## src/rtl/regfile_wb_scheduler_pkg.sv

```systemverilog
// Shared types and constants for the Y86-64 register-file write-back scheduler.
package y86_pkg;
  localparam int REG_ID_W = 4;
  localparam int DATA_W   = 64;
  localparam logic [REG_ID_W-1:0] RNONE = 4'hF;

  typedef struct packed {
    logic [REG_ID_W-1:0] dst;
    logic [DATA_W-1:0]   val;
  } wb_entry_t;

  typedef enum logic [1:0] {
    IDLE  = 2'd0,
    DRAIN = 2'd1,
    STALL = 2'd2
  } wb_state_t;
endpackage

```

## src/rtl/regfile_wb_scheduler_wb_fifo.sv

```systemverilog
// Dual-push / single-pop circular buffer; entry a is older than entry b.
// The entry array is exposed so the top can search it for forwarding.
module wb_fifo
  import y86_pkg::*;
#(
  parameter  int DEPTH = 4,
  localparam int PTR_W = $clog2(DEPTH),
  localparam int CNT_W = PTR_W + 1
) (
  input  logic             clk,
  input  logic             rst,
  input  logic [1:0]       i_push_cnt,
  input  wb_entry_t        i_ent_a,
  input  wb_entry_t        i_ent_b,
  input  logic             i_pop,
  output logic [CNT_W-1:0] o_count,
  output logic [CNT_W-1:0] o_count_next,
  output logic [PTR_W-1:0] o_head,
  output wb_entry_t        o_entries [DEPTH]
);
  logic [PTR_W-1:0] r_head;
  logic [PTR_W-1:0] r_tail;
  logic [CNT_W-1:0] r_count;
  wb_entry_t        r_mem [DEPTH];
  logic [PTR_W-1:0] w_tail_p1;

  assign w_tail_p1    = r_tail + PTR_W'(1);
  assign o_count_next = r_count + CNT_W'(i_push_cnt) - CNT_W'(i_pop);

  // Pointer arithmetic truncates to PTR_W bits, which gives the modulo-DEPTH wrap.
  always_ff @(posedge clk or posedge rst) begin
    if (rst) begin
      r_head  <= '0;
      r_tail  <= '0;
      r_count <= '0;
    end else begin
      r_head  <= r_head + PTR_W'(i_pop);
      r_tail  <= r_tail + PTR_W'(i_push_cnt);
      r_count <= o_count_next;
    end
  end

  always_ff @(posedge clk) begin
    if (i_push_cnt != 2'd0) r_mem[r_tail] <= i_ent_a;
    if (i_push_cnt == 2'd2) r_mem[w_tail_p1] <= i_ent_b;
  end

  assign o_count   = r_count;
  assign o_head    = r_head;
  assign o_entries = r_mem;
endmodule

```

## src/rtl/regfile_wb_scheduler.sv

```systemverilog
// Write-back scheduler: queues E/M writes in program order, drains one per cycle.
// Define WB_SCHED_FWD_EN to build the pending-write forwarding search.
module regfile_wb_scheduler
  import y86_pkg::*;
#(
  parameter  int DEPTH = 4,
  localparam int PTR_W = $clog2(DEPTH),
  localparam int CNT_W = PTR_W + 1
) (
  input  logic                clk,
  input  logic                rst,
  input  logic                e_valid,
  input  logic [REG_ID_W-1:0] e_dst,
  input  logic [DATA_W-1:0]   e_val,
  input  logic                m_valid,
  input  logic [REG_ID_W-1:0] m_dst,
  input  logic [DATA_W-1:0]   m_val,
  output logic                wb_ready,
  input  logic                rf_stall,
  output logic                rf_write_en,
  output logic [REG_ID_W-1:0] rf_write_id,
  output logic [DATA_W-1:0]   rf_write_val,
  input  logic [REG_ID_W-1:0] rd_id_a,
  input  logic [REG_ID_W-1:0] rd_id_b,
  output logic                fwd_hit_a,
  output logic [DATA_W-1:0]   fwd_val_a,
  output logic                fwd_hit_b,
  output logic [DATA_W-1:0]   fwd_val_b,
  output logic [CNT_W-1:0]    pending_cnt,
  output logic                busy,
  output logic                overflow_err
);
  // Handshake: a request is taken on a clock edge only when x_valid, x_dst != RNONE
  // and the registered wb_ready are all high; wb_ready guarantees room for two.
  logic             r_ready;
  logic             r_overflow;
  wb_state_t        r_state;
  wb_state_t        w_state_next;
  logic             w_e_eff;
  logic             w_m_eff;
  logic [1:0]       w_push_cnt;
  wb_entry_t        w_ent_a;
  wb_entry_t        w_ent_b;
  logic             w_pop;
  logic [CNT_W-1:0] w_count;
  logic [CNT_W-1:0] w_count_next;
  logic [PTR_W-1:0] w_head;
  wb_entry_t        w_entries [DEPTH];

  assign w_e_eff    = e_valid && (e_dst != RNONE) && r_ready;
  assign w_m_eff    = m_valid && (m_dst != RNONE) && r_ready;
  assign w_push_cnt = {1'b0, w_e_eff} + {1'b0, w_m_eff};
  // M slides into the older slot when E is not effective, keeping M youngest.
  assign w_ent_a    = w_e_eff ? '{dst: e_dst, val: e_val} : '{dst: m_dst, val: m_val};
  assign w_ent_b    = '{dst: m_dst, val: m_val};

  wb_fifo #(.DEPTH(DEPTH)) u_fifo (
    .clk          (clk),
    .rst          (rst),
    .i_push_cnt   (w_push_cnt),
    .i_ent_a      (w_ent_a),
    .i_ent_b      (w_ent_b),
    .i_pop        (w_pop),
    .o_count      (w_count),
    .o_count_next (w_count_next),
    .o_head       (w_head),
    .o_entries    (w_entries)
  );

  assign rf_write_en  = (w_count != '0) && !rf_stall;
  assign w_pop        = rf_write_en;
  assign rf_write_id  = (w_count != '0) ? w_entries[w_head].dst : RNONE;
  assign rf_write_val = (w_count != '0) ? w_entries[w_head].val : '0;
  assign pending_cnt  = w_count;
  assign wb_ready     = r_ready;
  assign overflow_err = r_overflow;

  // wb_ready looks only at the post-update count; a same-cycle drain earns no credit.
  always_ff @(posedge clk or posedge rst) begin
    if (rst) begin
      r_ready    <= 1'b1;
      r_overflow <= 1'b0;
    end else begin
      r_ready <= (CNT_W'(DEPTH) - w_count_next) >= CNT_W'(2);
      if (!r_ready && ((e_valid && e_dst != RNONE) || (m_valid && m_dst != RNONE)))
        r_overflow <= 1'b1;
    end
  end

  always_ff @(posedge clk or posedge rst) begin
    if (rst) r_state <= IDLE;
    else     r_state <= w_state_next;
  end

  always_comb begin
    w_state_next = IDLE;
    if (w_count_next != '0) w_state_next = rf_stall ? STALL : DRAIN;
  end

  always_comb begin
    busy = (r_state != IDLE);
  end

`ifdef WB_SCHED_FWD_EN
  logic [PTR_W-1:0] w_idx;

  // Walk oldest to youngest so the last match, the youngest, wins.
  always_comb begin
    fwd_hit_a = 1'b0;
    fwd_val_a = '0;
    fwd_hit_b = 1'b0;
    fwd_val_b = '0;
    w_idx     = w_head;
    for (int k = 0; k < DEPTH; k++) begin
      w_idx = w_head + PTR_W'(k);
      if (CNT_W'(k) < w_count) begin
        if (rd_id_a != RNONE && w_entries[w_idx].dst == rd_id_a) begin
          fwd_hit_a = 1'b1;
          fwd_val_a = w_entries[w_idx].val;
        end
        if (rd_id_b != RNONE && w_entries[w_idx].dst == rd_id_b) begin
          fwd_hit_b = 1'b1;
          fwd_val_b = w_entries[w_idx].val;
        end
      end
    end
  end
`else
  logic w_unused_rd;
  assign w_unused_rd = ^{rd_id_a, rd_id_b};
  assign fwd_hit_a   = 1'b0;
  assign fwd_val_a   = '0;
  assign fwd_hit_b   = 1'b0;
  assign fwd_val_b   = '0;
`endif
endmodule

```

## config.mk

```make
export PLATFORM = sky130hd
export DESIGN_NAME = regfile_wb_scheduler
export DESIGN_NICKNAME = d
export VERILOG_FILES = /design/src/rtl/regfile_wb_scheduler_pkg.sv /design/src/rtl/regfile_wb_scheduler_wb_fifo.sv /design/src/rtl/regfile_wb_scheduler.sv
export SDC_FILE = /design/constraint.sdc
export NUM_CORES = 1
export LEC_CHECK = 0
export ABC_CLOCK_PERIOD_IN_PS = 3260
export BUFFER_PORTS_ARGS = -buffer_cell sky130_fd_sc_hd__buf_2
export CAP_MARGIN = 25
export CELL_PAD_IN_SITES_DETAIL_PLACEMENT = 1
export CELL_PAD_IN_SITES_GLOBAL_PLACEMENT = 1
export CORE_MARGIN = 1
export CORE_UTILIZATION = 38
export CTS_CLUSTER_SIZE = 40
export DETAILED_ROUTE_END_ITERATION = 6
export HOLD_SLACK_MARGIN = 0.02
export PLACE_DENSITY_LB_ADDON = 0.3
export SYNTH_ARGS = -nofsm -noshare
export SYNTH_HDL_FRONTEND = slang
export SYNTH_SLANG_ARGS = --single-unit
```

## constraint.sdc

```tcl
create_clock -name clk -period 3.26 [get_ports clk]
set_input_delay 0.163 -clock clk [delete_from_list [all_inputs] [get_ports clk]]
set_output_delay 0.163 -clock clk [all_outputs]
set_load 0.05 [all_outputs]
```

Yosys cells after proc, flatten, opt, wreduce, memory -nomap -nowiden
Index checks and enable logic that the tools add are counted.

storage, ports and cells
  word-level logic and storage cells = 64
  output and inout bits = 205
  input port bits = 149
  flip-flop bits (word level) = 283

operators by class
  eq/ne operators = 3
  bitwise logic cells = 3
  add/sub/neg operators = 7
  order comparisons = 6
  reductions and logical operators = 15
  multiplexer cells = 16

operators by type and width
  cell                                                 count
  bitwise mux 272 bit                                  2
  two-way mux 272 bit                                  2
  two-way mux 68 bit                                   5
  demux 68 bit (select 2 bit)                          2
  binary-select mux 68 bit (select 2 bit)              1
  two-way mux 64 bit                                   1
  >= comparator 3 bit, second input constant           3
  NOT 2 -> 3 bit                                       3
  logical AND 1 bit                                    8
  != test 4 bit, second input constant                 2
  < comparator 3 x 1 -> 1 bit, second input constant   2
  nonzero test 3 bit                                   2
  two-way mux 2 bit                                    2
  two-way mux 4 bit                                    1
  nonzero test 2 bit                                   2
  adder 3 x 2 -> 3 bit                                 1
  >= comparator 3 x 2 -> 1 bit, second input constant  1
  subtractor 3 x 1 -> 3 bit                            1
  subtractor 3 bit, first input constant               1
  adder 1 x 1 -> 2 bit                                 1
  adder 2 x 1 -> 2 bit                                 1
  adder 2 x 1 -> 2 bit, second input constant          1
  adder 2 bit                                          1
  equality test 2 bit, second input constant           1
  2 further kinds                                      3

Depth between registers and ports, before layout
  depth after elaboration = 9
  depth in mapped cells = 14
  gate-level depth less buffers = 13

Cells and area by module
A second synthesis with hierarchy kept.

second synthesis, totals
  cells, all modules = 1,878
  area total of the unflattened synthesis = 16,062.9 µm²

modules (own cells, without submodules)
  module                sequential area each (µm²)  cells an instance  area each (µm²)  instances
  wb_fifo               5,620.4                     1,485              11,891.4         1
  regfile_wb_scheduler  101.3                       393                4,171.5          1

Worst setup path before layout
No wires, ideal clock.

  path kind = register to register
  start = register u_fifo.r_count[2], in the netlist u_fifo.o_count[2]
  end = register r_ready, in the netlist wb_ready
  library setup time = 84 ps
  period minus slack after synthesis = 3,453 ps
  buffers on the path = 1
  cell stages (with the launch flop) = 12
  data arrival time = 3,369 ps
  data required time = 3,176 ps
  path slack = -193 ps
  path through = dfrtp_1 > nor3_1 > clkbuf_1 > nor2_1 > ha_1 > inv_1 > ha_1 > fa_1 > inv_1 > ha_1 > ha_1 > nand3b_1

on the way
  word-level cells in the longest chain between the ends = 5
  elaborated cells on any way between the ends = 6
  those cells by class = add/sub (3); order compare (1); reduce/logical (2)

RTL lines
  item                              RTL line                            RTL
  from (decl)                       regfile_wb_scheduler_wb_fifo.sv:23  logic [CNT_W-1:0] r_count;
  from (signal assigned)            regfile_wb_scheduler_wb_fifo.sv:39  r_count <= o_count_next;
  nonzero test 3 bit                regfile_wb_scheduler.sv:70          assign rf_write_en = (w_count != '0) && !rf_stall;
  logical AND 1 bit                 regfile_wb_scheduler.sv:70
  named net rf_write_en             regfile_wb_scheduler.sv:20          output logic rf_write_en,
  subtractor 3 x 1 -> 3 bit         regfile_wb_scheduler_wb_fifo.sv:28  assign o_count_next = r_count + CNT_W'(i_push_cnt) - CNT_W'(i_pop);
  named net u_fifo.o_count_next[1]  regfile_wb_scheduler_wb_fifo.sv:17  output logic [CNT_W-1:0] o_count_next,
  subtractor 3 bit                  regfile_wb_scheduler.sv:84          r_ready <= (CNT_W'(DEPTH) - w_count_next) >= CNT_W'(2);
  >= comparator 3 x 2 -> 1 bit      regfile_wb_scheduler.sv:84
  to (signal assigned)              regfile_wb_scheduler.sv:81          r_ready <= 1'b1;
  to (signal assigned)              regfile_wb_scheduler.sv:84
  to (decl)                         regfile_wb_scheduler.sv:35          logic r_ready;

The timed path passes the listed nets, and every way through them passes these cells.
A chain may end at the register's enable or synchronous reset.

Worst setup path in the final report
  start = register r_ready, in the netlist wb_ready
  end = register u_fifo.r_mem (netlist bit u_fifo.o_entries[125])

on the way
  word-level cells in the longest chain between the ends = 6
  elaborated cells on any way between the ends = 10
  those cells by class = add/sub (1); eq/ne (1); mux (5); reduce/logical (3)

RTL lines
  item                                                        RTL line                                                RTL
  logical AND 1 bit, on equally long branches                 regfile_wb_scheduler.sv:50, regfile_wb_scheduler.sv:51
  adder 1 x 1 -> 2 bit or two-way mux 68 bit (tied branches)  regfile_wb_scheduler.sv:52, regfile_wb_scheduler.sv:54
  nonzero test 2 bit or bitwise mux 272 bit (tied branches)   regfile_wb_scheduler_wb_fifo.sv:44                      if (i_push_cnt != 2'd0) r_mem[r_tail] <= i_ent_a;
  two-way mux 272 bit                                         regfile_wb_scheduler_wb_fifo.sv:44
  bitwise mux 272 bit                                         regfile_wb_scheduler_wb_fifo.sv:45                      if (i_push_cnt == 2'd2) r_mem[w_tail_p1] <= i_ent_b;
  two-way mux 272 bit *                                       regfile_wb_scheduler_wb_fifo.sv:45
  to (signal, indexed assignment)                             regfile_wb_scheduler_wb_fifo.sv:44
  to (signal, indexed assignment)                             regfile_wb_scheduler_wb_fifo.sv:45
  to (decl)                                                   regfile_wb_scheduler_wb_fifo.sv:24                      wb_entry_t r_mem [DEPTH];

Every way passes the cells marked *; elsewhere a longest branch is shown, timed or not.

==> out/summary.txt <==
Relative slew slack = 31.2%
Per-cell routed wire length = 22.5 µm
Sw Ratio = 47.5%
Largest net degree at the start of global routing = 69
Via density = 5.63
Synth warnings = 0
Cell mode on critical path = buf_4
Fin crit period = 3.11 ns
Std cell rows = 73
Count of pins over their slew limit = 0
Worst-path clk slew = 0.06 ns
Core box area = 0.0401 mm²
Initial DRC Count = 942
Sequential fraction of the synthesis area = 36.8%
P per Cell Area = 1320 mW/mm²
CP max stage delay = 0.64 ns
Clock Path Buffers = 3
TNS Setup = 0 ns
First-pass GRT wire length = 86700 µm
Post-Synthesis Cell Area = 0.0156 mm²
TritonCTS clock tree = built
Outcome = complete, no violations
H-tree levels = 2
Most frequent cell after synthesis = dfxtp_1
Worst Path Buf+Inv = 3
Slew @ Worst Pin = 1.03 ns
Worst skew pair latency = 0.52 ns
Vias in the first global route = 15.2k
Layout Skew = 0.0154 ns
Seq pwr share = 26.6%
Die H = 204 µm
Crit path cell chain = nand2_4 > nor2_4 > buf_4 > ha_1 > nor2b_4 > a21oi_4 > buf_4 > a22oi_1 > o21ai_1 > dlygate4sd3_1
Area of the multi-input gates = 0.00845 mm²
Internal power = 13.7 mW
RSZ-0062 raised after global routing = no
Post-detail-place hpwl = 31600 µm
DIE AREA = 0.0417 mm²
Routed WL = 57000 µm
Reg area = 0.00574 mm²
Share of layout cells above drive strength 1 = 21.3%
Antenna violations before repair = 4
Synth Flop Type = dfxtp_1
CP max FO = 30
Combinational power share = 57.9%
Placer congestion estimate = 0.776
Synthesized instance count = 1640
Starting Density = 38.8%
FMAX = 0.321 GHz
I/O pins = 354
Clock sinks = 283
CP max-delay cell = dfstp_4
Average instance area after synthesis = 9.48 µm²
Syn-to-layout area delta = 26.8%
Final Core Density = 49.2%
Routed Antenna Nets = 0
Synth unique cells = 48
Total CTS buffers = 34
EDFF count, synth = 0
Synth top cells by count = dfxtp_1, o21ai_0, buf_4, nor2b_1, a21oi_1
Pre-Repair DR Iteration Count = 5
Synth area leaders = dfxtp_1, mux4_2, a22o_1
Crit path DAT = 3.51 ns
Final worst setup slack = 0.149 ns
P_sw = 12.4 mW
Largest area contributor in the netlist = dfxtp_1
Req. time, crit path = 3.66 ns
Overall Power = 26.1 mW
CP Launch Type = flip-flop
Total grt overflow = 0
Crit share post-route = 95.4%
Remaining DRCs = 0
Static Leak = 8.51 nW
Die W = 204 µm
Final hold viol count = 0
Max-Cap Viols = 0
Via count = 14.3k
# setup viols final = 0
Synth top area share = 35.0%
Fill count = 4545
Layout Nets = 2139
I/O Buffers = 215
Root Driver = clkbuf_16
Nature of the critical path endpoint = flip-flop
WS Path Type = flip-flop to flip-flop
Worst path top cell family by delay = buffers and inverters
Worst vdd ir = 0.799 mV
Clock power share = 15.5%
Asr flop ratio synth = 3.89%
Worst hold path class = input pin to asynchronous set/reset pin
DP Worst Slack = 0.237 ns
GR Util All Layers = 26.6%
Reg2Reg Setup Slack = 0.15 ns
#FFs+latches synth = 283
sequential cells by signal, summed over array words and instances, names as in the netlist:
| name | flops |
|---|---|
| overflow_err | 1 |
| r_state | 2 |
| u_fifo.o_count | 3 |
| u_fifo.o_entries | 272 |
| u_fifo.o_head | 2 |
| u_fifo.r_tail | 2 |
| wb_ready | 1 |
path summary, 6_finish.rpt:
| path | from | end | cells past startpoint |
|---|---|---|---|
| min in group clk | e_valid | u_fifo.r_tail[0]$_DFF_PP0_ | 6 |
| hold / removal | rst | u_fifo.o_count[1]$_DFF_PP0_ | 3 |
| max in group asynchronous | rst | u_fifo.o_head[1]$_DFF_PP0_ | 3 |
| setup reg to reg | wb_ready$_DFF_PP1_ | u_fifo.o_entries[125]$_DFF_P_ | 10 |
| hold reg to reg | overflow_err$_DFFE_PP0P_ | overflow_err$_DFFE_PP0P_ | 1 |
| setup / recovery | wb_ready$_DFF_PP1_ | u_fifo.o_entries[125]$_DFF_P_ | 10 |
power by group through the flow:
stage | clock, mW | combinational [mW] | sequential [mW]
finish | 4.03 | 15.1 | 6.94
global route | 4.22 | 16.2 | 7.14
floorplan | 0 | 11.1 | 6.28
global placement | 0 | 13.8 | 6.82
detailed placement | 0 | 14.2 | 6.93
CTS | 4.09 | 14.9 | 6.87
final cells by class:
type                    instances  area share [%]
diodes                          4          0.0508
multi-input cells            1135            42.8
inverters                      80            1.54
well taps                     525            3.33
clock buffers                  54            5.37
clock inverters                 8           0.584
repair buffers                444            17.2
flip-flops and latches        283            29.1
placed cells by master, fill, tap and decap left out, types with 8 or more instances in the layout:
cell	Yosys	final
a22oi_1	127	127
o21ai_0	171	171
buf_4	139	30
a22oi_2	10	10
ha_1	11	11
clkbuf_16	0	37
conb_1	1	130
o21ai_1	83	83
clkbuf_8	0	8
dfxtp_1	272	272
o21ai_2	10	10
inv_1	79	79
nor2b_1	138	137
mux2i_1	68	68
clkbuf_1	85	10
dlygate4sd3_1	0	187
o221ai_1	8	8
mux4_2	68	68
buf_12	0	9
a21oi_1	136	136
a22o_1	128	128
buf_2	35	215
nand2_1	11	9
worst reg2reg max path: stages (launching register included):
cell           delay (ns)
dfstp_4              0.64
nand2_4              0.08
nor2_4               0.14
buf_4                0.18
ha_1                 0.28
nor2b_4              0.31
a21oi_4              0.09
buf_4                0.31
a22oi_1              0.30
o21ai_1              0.09
dlygate4sd3_1        0.58
kinds of logic after synthesis:
kind of cell             after synthesis  share of synthesized area (%)
AO/OA/AOI/OAI                        677                           28.0
buffers and inverters                352                           12.6
flip-flops                           283                           36.8
AND/OR/NAND/NOR                      174                           7.06
multiplexers                         136                           14.2
adder cells (fa/ha/maj)               12                           1.01
XOR/XNOR                               5                          0.282
other                                  1                         0.0241
routing by layer:
layer / GRT usage, % / wire length [µm]
met3: 3.99 / 3010
met1: 32.5 / 23700
met2: 46.9 / 28700
met4: 10.3 / 1580
met5: 0 / 0
metrics by stage:
step                cells  hold slack (ns)  instance area, µm²
floorplan            1769           0.0147               16100
global placement     2274            0.174               16600
detailed placement   2275            0.184               16600
CTS                  2524            0.171               19700
global route         2533            0.204               19700
finish               2533            0.178               19700
repair_timing:
| action | in CTS | in global routing |
|---|---|---|
| endpoints found under the hold margin | 267 | 0 |
| setup buffers | 0 | 4 |
| hold buffers | 187 | 0 |
| setup endpoints to repair | 0 | 35 |
| resized for setup | 0 | 6 |
(Power assumes the default switching activity.)
